**src/rtl/l1_servo_master_if.sv**
```systemverilog
// Wishbone initiator bus between the L1 servo master and the L1 register space.
interface l1_servo_master_if;
    logic        m_cyc_o;
    logic        m_stb_o;
    logic        m_we_o;
    logic [12:0] m_adr_o;
    logic [31:0] m_dat_o;
    logic [3:0]  m_sel_o;
    logic        m_ack_i;
    logic        m_err_i;
    logic        m_rty_i;
    logic [31:0] m_dat_i;

    modport master (
        output m_cyc_o, m_stb_o, m_we_o, m_adr_o, m_dat_o, m_sel_o,
        input  m_ack_i, m_err_i, m_rty_i, m_dat_i
    );

    modport slave (
        input  m_cyc_o, m_stb_o, m_we_o, m_adr_o, m_dat_o, m_sel_o,
        output m_ack_i, m_err_i, m_rty_i, m_dat_i
    );
endinterface

```
**src/rtl/l1_servo_master.sv**
```systemverilog
// L1 threshold servo: after each scaler period, reads every beam's count, nudges its
// threshold toward the target rate, writes it back and strobes the threshold update.
module l1_servo_master #(
    parameter int          NBEAMS      = 2,
    parameter logic [17:0] THRESH_INIT = 18'h10000,
    parameter logic [17:0] STEP        = 18'd16,
    parameter int          TIMEOUT     = 255
) (
    input  logic              wb_clk_i,
    input  logic              wb_rst_ni,
    l1_servo_master_if.master bus,
    input  logic              count_done_i,
    input  logic              enable_i,
    input  logic [31:0]       target_i,
    output logic              busy_o,
    output logic              done_o,
    output logic              error_o
);

    localparam int             BW        = (NBEAMS > 1) ? $clog2(NBEAMS) : 1;
    localparam logic [BW-1:0]  LAST_BEAM = BW'(NBEAMS - 1);
    localparam logic [BW-1:0]  BEAM_ONE  = BW'(1);
    localparam logic [7:0]     TMO_LAST  = 8'(TIMEOUT - 1);
    localparam logic [12:0]    RD_BASE   = 13'h0400;
    localparam logic [12:0]    WR_BASE   = 13'h0800;
    localparam logic [12:0]    UPD_ADR   = 13'h1800;

    typedef enum logic [2:0] {
        ST_IDLE = 3'd0,
        ST_RD   = 3'd1,
        ST_CALC = 3'd2,
        ST_WR   = 3'd3,
        ST_UPD  = 3'd4,
        ST_NEXT = 3'd5
    } state_t;

    state_t        state_r, next_state_s;
    logic [BW-1:0] beam_r, beam_nxt_s;
    logic [31:0]   count_r;
    logic [17:0]   thr_r [NBEAMS];
    logic [7:0]    tmo_r;
    logic          act_r, act_nxt_s;
    logic          we_r, we_nxt_s;
    logic [12:0]   adr_r, adr_nxt_s;
    logic [31:0]   dat_r, dat_nxt_s;
    logic          busy_r, done_r, error_r;
    logic          done_nxt_s, err_set_s, latch_cnt_s, commit_thr_s, tmo_clr_s;
    logic          resp_err_s, resp_rty_s, resp_ack_s, tmo_fire_s;
    logic [17:0]   calc_thr_s;

    function automatic logic [12:0] beam_adr(input logic [12:0] base, input logic [BW-1:0] b);
        return base + (13'(b) << 2);
    endfunction

    // Saturating one-step move of a threshold toward the target count.
    function automatic logic [17:0] next_thr(input logic [17:0] thr,
                                             input logic [31:0] cnt,
                                             input logic [31:0] tgt);
        logic [18:0] sum_v;
        sum_v = {1'b0, thr} + {1'b0, STEP};
        if (cnt > tgt) begin
            next_thr = sum_v[18] ? 18'h3FFFF : sum_v[17:0];
        end else if (cnt < tgt) begin
            next_thr = (thr < STEP) ? 18'h00000 : (thr - STEP);
        end else begin
            next_thr = thr;
        end
    endfunction

    // Error outranks retry, retry outranks ack; timeout only when the target stays silent.
    assign resp_err_s = act_r & bus.m_err_i;
    assign resp_rty_s = act_r & ~bus.m_err_i & bus.m_rty_i;
    assign resp_ack_s = act_r & ~bus.m_err_i & ~bus.m_rty_i & bus.m_ack_i;
    assign tmo_fire_s = act_r & ~(bus.m_err_i | bus.m_rty_i | bus.m_ack_i) & (tmo_r == TMO_LAST);
    assign calc_thr_s = next_thr(thr_r[beam_r], count_r, target_i);

    // Next-state and next-bus-value decode.
    always_comb begin
        next_state_s = state_r;
        act_nxt_s    = act_r;
        we_nxt_s     = we_r;
        adr_nxt_s    = adr_r;
        dat_nxt_s    = dat_r;
        beam_nxt_s   = beam_r;
        done_nxt_s   = 1'b0;
        err_set_s    = 1'b0;
        latch_cnt_s  = 1'b0;
        commit_thr_s = 1'b0;
        tmo_clr_s    = 1'b0;
        case (state_r)
            ST_IDLE: begin
                if (count_done_i && enable_i && !error_r) begin
                    next_state_s = ST_RD;
                    beam_nxt_s   = {BW{1'b0}};
                    act_nxt_s    = 1'b1;
                    we_nxt_s     = 1'b0;
                    adr_nxt_s    = RD_BASE;
                    dat_nxt_s    = 32'h0000_0000;
                    tmo_clr_s    = 1'b1;
                end else begin
                    act_nxt_s    = 1'b0;
                end
            end
            ST_RD, ST_WR, ST_UPD: begin
                if (!act_r) begin
                    // Second half of a retry gap: reissue the held access.
                    act_nxt_s = 1'b1;
                    tmo_clr_s = 1'b1;
                end else if (resp_err_s || tmo_fire_s) begin
                    act_nxt_s    = 1'b0;
                    we_nxt_s     = 1'b0;
                    dat_nxt_s    = 32'h0000_0000;
                    err_set_s    = 1'b1;
                    next_state_s = ST_IDLE;
                end else if (resp_rty_s) begin
                    act_nxt_s = 1'b0;
                end else if (resp_ack_s) begin
                    act_nxt_s = 1'b0;
                    we_nxt_s  = 1'b0;
                    dat_nxt_s = 32'h0000_0000;
                    case (state_r)
                        ST_RD: begin
                            latch_cnt_s  = 1'b1;
                            next_state_s = ST_CALC;
                        end
                        ST_WR: begin
                            commit_thr_s = 1'b1;
                            next_state_s = ST_NEXT;
                        end
                        default: begin
                            done_nxt_s   = 1'b1;
                            next_state_s = ST_IDLE;
                        end
                    endcase
                end else begin
                    act_nxt_s = 1'b1;
                end
            end
            ST_CALC: begin
                next_state_s = ST_WR;
                act_nxt_s    = 1'b1;
                we_nxt_s     = 1'b1;
                adr_nxt_s    = beam_adr(WR_BASE, beam_r);
                dat_nxt_s    = {14'h0000, calc_thr_s};
                tmo_clr_s    = 1'b1;
            end
            ST_NEXT: begin
                act_nxt_s = 1'b1;
                tmo_clr_s = 1'b1;
                if (beam_r != LAST_BEAM) begin
                    next_state_s = ST_RD;
                    beam_nxt_s   = beam_r + BEAM_ONE;
                    we_nxt_s     = 1'b0;
                    adr_nxt_s    = beam_adr(RD_BASE, beam_r + BEAM_ONE);
                    dat_nxt_s    = 32'h0000_0000;
                end else begin
                    next_state_s = ST_UPD;
                    we_nxt_s     = 1'b1;
                    adr_nxt_s    = UPD_ADR;
                    dat_nxt_s    = 32'h0000_0001;
                end
            end
            default: begin
                next_state_s = ST_IDLE;
                act_nxt_s    = 1'b0;
                we_nxt_s     = 1'b0;
            end
        endcase
    end

    // State register.
    always_ff @(posedge wb_clk_i or negedge wb_rst_ni) begin
        if (!wb_rst_ni) begin
            state_r <= ST_IDLE;
        end else begin
            state_r <= next_state_s;
        end
    end

    // Registered bus drive and status outputs.
    always_ff @(posedge wb_clk_i or negedge wb_rst_ni) begin
        if (!wb_rst_ni) begin
            act_r   <= 1'b0;
            we_r    <= 1'b0;
            adr_r   <= 13'h0000;
            dat_r   <= 32'h0000_0000;
            beam_r  <= {BW{1'b0}};
            busy_r  <= 1'b0;
            done_r  <= 1'b0;
            error_r <= 1'b0;
        end else begin
            act_r   <= act_nxt_s;
            we_r    <= we_nxt_s;
            adr_r   <= adr_nxt_s;
            dat_r   <= dat_nxt_s;
            beam_r  <= beam_nxt_s;
            busy_r  <= (next_state_s != ST_IDLE);
            done_r  <= done_nxt_s;
            error_r <= error_r | err_set_s;
        end
    end

    // Response watchdog, restarted on every strobe assertion.
    always_ff @(posedge wb_clk_i or negedge wb_rst_ni) begin
        if (!wb_rst_ni) begin
            tmo_r <= 8'h00;
        end else if (tmo_clr_s) begin
            tmo_r <= 8'h00;
        end else if (act_r) begin
            tmo_r <= tmo_r + 8'h01;
        end else begin
            tmo_r <= tmo_r;
        end
    end

    // Scaler count capture and per-beam threshold store; a threshold changes only once its write is acked.
    always_ff @(posedge wb_clk_i or negedge wb_rst_ni) begin
        if (!wb_rst_ni) begin
            count_r <= 32'h0000_0000;
            for (int i = 0; i < NBEAMS; i++) begin
                thr_r[i] <= THRESH_INIT;
            end
        end else begin
            if (latch_cnt_s) begin
                count_r <= bus.m_dat_i;
            end else begin
                count_r <= count_r;
            end
            if (commit_thr_s) begin
                thr_r[beam_r] <= dat_r[17:0];
            end
        end
    end

    assign bus.m_cyc_o = act_r;
    assign bus.m_stb_o = act_r;
    assign bus.m_we_o  = we_r;
    assign bus.m_adr_o = adr_r;
    assign bus.m_dat_o = dat_r;
    assign bus.m_sel_o = 4'hF;
    assign busy_o      = busy_r;
    assign done_o      = done_r;
    assign error_o     = error_r;

endmodule

```
**src/flat_wrapper.sv**
```systemverilog
// flat-port wrapper written by rule: the top's interface ports become plain ports
module l1_servo_master_flat 
#(
    parameter int          NBEAMS      = 2,
    parameter logic [17:0] THRESH_INIT = 18'h10000,
    parameter logic [17:0] STEP        = 18'd16,
    parameter int          TIMEOUT     = 255
)
  (wb_clk_i, wb_rst_ni, count_done_i, enable_i, target_i, busy_o, done_o, error_o, bus_m_cyc_o, bus_m_stb_o, bus_m_we_o, bus_m_adr_o, bus_m_dat_o, bus_m_sel_o, bus_m_ack_i, bus_m_err_i, bus_m_rty_i, bus_m_dat_i);
  l1_servo_master_if bus_i ();
  input  logic wb_clk_i;
  input  logic wb_rst_ni;
  input  logic count_done_i;
  input  logic enable_i;
  input  logic [31:0] target_i;
  output logic busy_o;
  output logic done_o;
  output logic error_o;
  output wire logic [$bits(bus_i.m_cyc_o)-1:0] bus_m_cyc_o;
  output wire logic [$bits(bus_i.m_stb_o)-1:0] bus_m_stb_o;
  output wire logic [$bits(bus_i.m_we_o)-1:0] bus_m_we_o;
  output wire logic [$bits(bus_i.m_adr_o)-1:0] bus_m_adr_o;
  output wire logic [$bits(bus_i.m_dat_o)-1:0] bus_m_dat_o;
  output wire logic [$bits(bus_i.m_sel_o)-1:0] bus_m_sel_o;
  input wire logic [$bits(bus_i.m_ack_i)-1:0] bus_m_ack_i;
  input wire logic [$bits(bus_i.m_err_i)-1:0] bus_m_err_i;
  input wire logic [$bits(bus_i.m_rty_i)-1:0] bus_m_rty_i;
  input wire logic [$bits(bus_i.m_dat_i)-1:0] bus_m_dat_i;
  assign bus_m_cyc_o = bus_i.m_cyc_o;
  assign bus_m_stb_o = bus_i.m_stb_o;
  assign bus_m_we_o = bus_i.m_we_o;
  assign bus_m_adr_o = bus_i.m_adr_o;
  assign bus_m_dat_o = bus_i.m_dat_o;
  assign bus_m_sel_o = bus_i.m_sel_o;
  assign bus_i.m_ack_i = bus_m_ack_i;
  assign bus_i.m_err_i = bus_m_err_i;
  assign bus_i.m_rty_i = bus_m_rty_i;
  assign bus_i.m_dat_i = bus_m_dat_i;
  l1_servo_master #(.NBEAMS(NBEAMS), .THRESH_INIT(THRESH_INIT), .STEP(STEP), .TIMEOUT(TIMEOUT)) u_core (.wb_clk_i(wb_clk_i), .wb_rst_ni(wb_rst_ni), .bus(bus_i), .count_done_i(count_done_i), .enable_i(enable_i), .target_i(target_i), .busy_o(busy_o), .done_o(done_o), .error_o(error_o));
endmodule
```
**config.mk**
```make
export PLATFORM = sky130hd
export DESIGN_NAME = l1_servo_master_flat
export DESIGN_NICKNAME = d
export VERILOG_FILES = /design/src/rtl/l1_servo_master_if.sv /design/src/rtl/l1_servo_master.sv /design/src/flat_wrapper.sv
export SDC_FILE = /design/constraint.sdc
export NUM_CORES = 1
export LEC_CHECK = 0
export BUFFER_PORTS_ARGS = -buffer_cell sky130_fd_sc_hd__buf_4
export CORE_AREA = 2 2 107 109
export DETAILED_ROUTE_END_ITERATION = 6
export DIE_AREA = 0 0 109 111
export PLACE_DENSITY = 0.85
export SYNTH_ARGS = -nofsm -noshare
export SYNTH_HDL_FRONTEND = slang
export SYNTH_SLANG_ARGS = --single-unit
```
**constraint.sdc**
```tcl
create_clock -name wb_clk_i -period 7.26 [get_ports wb_clk_i]
set_clock_uncertainty 0.1 [all_clocks]
set_input_delay 1.452 -clock wb_clk_i [delete_from_list [all_inputs] [get_ports wb_clk_i]]
set_output_delay 1.452 -clock wb_clk_i [all_outputs]
set_load 0.01 [all_outputs]
```
==> out/metrics.yaml <==
flow_run:
  cap_violations: 0
layout:
  layout_commonest_cell: "dfrtp_1"
  final_core_util: 0.6772
  fillers: 843
  nNetsFinal: 822
  drive_gt1_frac: 0.2750
  mostFrequentLayoutCells: "105 x dfrtp_1, 103 x buf_4, 71 x mux2_2"
  num_antenna_cells: 0
  syn2layout_area_growth_pct: 15.96
synth:
  async_flop_share: 1.000
  avgSynthCellArea_um2: 10.24
  synth_edf_count: 0
  ys.flop_type: "dfrtp_1"
  yosysSeqAreaShare: 0.4143
  synth_cell_types: 73
  yosys.area.top_type: "dfrtp_1"
  synth_top_area_share: 0.4062
  yosys-top-cells-area: "dfrtp_1 41%, mux2_2 12%, ha_1 7.0%, buf_4 3.4%, nand2_1 2.4%"
  syn_inst: 632
  synth-seq-cells: 107
  yosysWarningCount: 0
  syn_area_um2: 6469
cts:
  clkSlewWorstSetupHoldPaths_ns: 0.07
  cts.sinks: 107
  h-tree-depth: 3
  cts_tree: "done"
  numCtsBuffers: 9
  insertion_delay_ns: 0.36
  postCtsHoldBufs: 0
  cts_resized: 0
  post_cts_buffers: 0
  cts_root_buf: "clkbuf_16"
  clockBufferDepth: 2
critical_path:
  worstRegToRegCells: 10
  critical_path_required_ns: 7.42
  cp_data_arrival_time_ns: 4.49
  rrSetupSlack_ns: 3.54
  start_kind: "input port"
  crit_path_start: "target_i[30]"
  path_max_fanout: 12
  reg2reg_from: "u_core.beam_r"
  worstReg2RegEnd: "u_core.bus.m_dat_o[17]"
  worstSetupEndpointType: "flop"
  critPathKind: "input port to flop"
placement:
  gp_congestion: 0.8941
  dpl.hpwl_um: 10870
  portBuffers: 98
sta:
  setup_viol: 0
  rsz0062_at_grt: "no"
  max_freq_mhz: 230.8
  fin_setup_tns_ns: 0
  finalMaxSlewViolations: 0
  final.period_utilization: 0.5969
  fin_crit_ns: 4.333
  hold_viol_final: 0
  max-slew-margin-rel: 0.2137
  tightest_slew_ns: 1.179
drt:
  vias: 5205
  wl_um: 15000
  ant_nets: 0
  viasPerCell: 6.031
  wl_per_cell_um: 17.38
  drtIter0Drc: 305
  drtPass1Iterations: 5
  drc: 0
global_route:
  grt_pass1_vias: 5227
  grt_max_degree: 68
  grt_use_total: 0.2580
  gr-total-overflow: 0
  antenna_found_initial: 0
  grt_pass1_wl_um: 24790
die:
  rows: 39
  pin_count: 126
  initial_core_util: 0.5840
  die_width_um: 109
  die_area_um2: 12100
  die_h_um: 111
  core_area_um2: 11080
outcome:
  status: "finished, final reports clean"
hold_path:
  min_path_cells: 1
  hold_path.class: "flop to flop"
  min_from: "u_core.error_o"
  hold-path-endpoint: "u_core.error_o"
pwr:
  max-vdd-ir-drop_v: 0.0001790
  p_leak_nw: 3.728
  powerDensity_nw_per_um2: 335.0
==> cell usage after synthesis (all sizes together), types with 3 or more instances <==
| master | n |
|---|---|
| dfrtp | 105 |
| mux2 | 75 |
| nand2 | 43 |
| buf | 40 |
| inv | 40 |
| ha | 36 |
| a21oi | 27 |
| nor2 | 26 |
| o21ai | 25 |
| nand3 | 21 |
| clkbuf | 16 |
| mux2i | 15 |
| nand4 | 15 |
| nor3 | 11 |
| nor2b | 7 |
| nor4 | 7 |
| o211ai | 7 |
| o31ai | 7 |
| xor2 | 7 |
| a32o | 6 |
| and3 | 6 |
| o2111ai | 6 |
| a21o | 4 |
| a22o | 4 |
| a31oi | 4 |
| nand3b | 4 |
| o21bai | 4 |
| or3 | 4 |
| xnor2 | 4 |
| and2 | 3 |
| and4 | 3 |
| nand4b | 3 |
| nor3b | 3 |
| o311ai | 3 |
==> worst max-delay path by stage <==
stage	endpoint	slack (ns)	cells past startpoint
floorplan	u_core.bus.m_dat_o[15]	3.44	9
global placement	u_core.bus.m_dat_o[17]	2.79	11
detailed placement	u_core.bus.m_dat_o[17]	2.61	11
CTS	u_core.bus.m_dat_o[17]	2.99	11
global route	u_core.bus.m_dat_o[11]	2.67	11
finish	u_core.bus.m_dat_o[17]	2.93	10
==> layer usage <==
| metal | GRT usage | share of wire | vias up |
|---|---|---|---|
| met4 | 0.1077 | 0.028 | 0 |
| met2 | 0.4141 | 0.48 | 229 |
| met5 | 0 | 0 | - |
| met1 | 0.3393 | 0.42 | 2501 |
| met3 | 0.05056 | 0.070 | 44 |
| li1 | - | - | 2431 |
==> cell type report <==
type                            instances  area (µm²)  area share
Clock inverter                          6       88.84     0.01184
Timing Repair Buffer                  103       773.2      0.1031
Multi-Input combinational cell        454        3401      0.4534
Sequential cell                       107        2680      0.3573
Tap cell                              143       178.9     0.02385
Inverter                               40       150.1     0.02002
Clock buffer                           10       229.0     0.03053
==> worst max-delay path, cell delays in order <==
cell and delay [ns]:
buf_4 0.08, inv_1 0.03, ha_1 0.33, nand4_1 0.22, nor2_1 0.08, a221oi_1 0.59, nand2_1 0.47, o211ai_1 0.73
o21ai_0 0.20, o31ai_1 0.30
==> through the flow <==
stage / power (mW) / hold WS (ns) / setup slack, ns / cells / area, µm²
6_report: 2.513 / 0.3849 / 2.927 / 863 / 7501
5_1_grt: 2.667 / 0.4041 / 2.670 / 863 / 7501
3_5_place_dp: 1.968 / 0.3725 / 2.610 / 847 / 7183
4_1_cts: 2.496 / 0.3890 / 2.987 / 863 / 7501
2_1_floorplan: 1.662 / 0.3792 / 3.440 / 657 / 6563
3_3_place_gp: 1.916 / 0.3641 / 2.792 / 847 / 7183
==> where the power goes <==
| group | internal, mW | switching [mW] | total, mW |
|---|---|---|---|
| Clock | 0.303 | 0.222 | 0.525 |
| Combinational | 0.492 | 0.610 | 1.10 |
| Sequential | 0.748 | 0.137 | 0.885 |
| Total | 1.54 | 0.970 | 2.51 |
==> state kept, by name (all words and copies together), names as in the netlist, 3 cells and up <==
register / count
u_core.state_r: 3
u_core.thr_r: 36
u_core.tmo_r: 8
u_core.bus.m_adr_o: 4
u_core.bus.m_dat_o: 18
u_core.count_r: 32
==> cells by family after synthesis <==
family,count (synthesis),synth area share
AND/OR/NAND/NOR,164,0.1333
XOR/XNOR,11,0.01489
AO/OA/AOI/OAI,126,0.1373
multiplexers,90,0.1549
flip-flops,107,0.4143
adder cells (fa/ha/maj),36,0.06963
other,2,0.001161
buffers and inverters,96,0.07447
No activity file was read; power rests on OpenSTA's default activity.
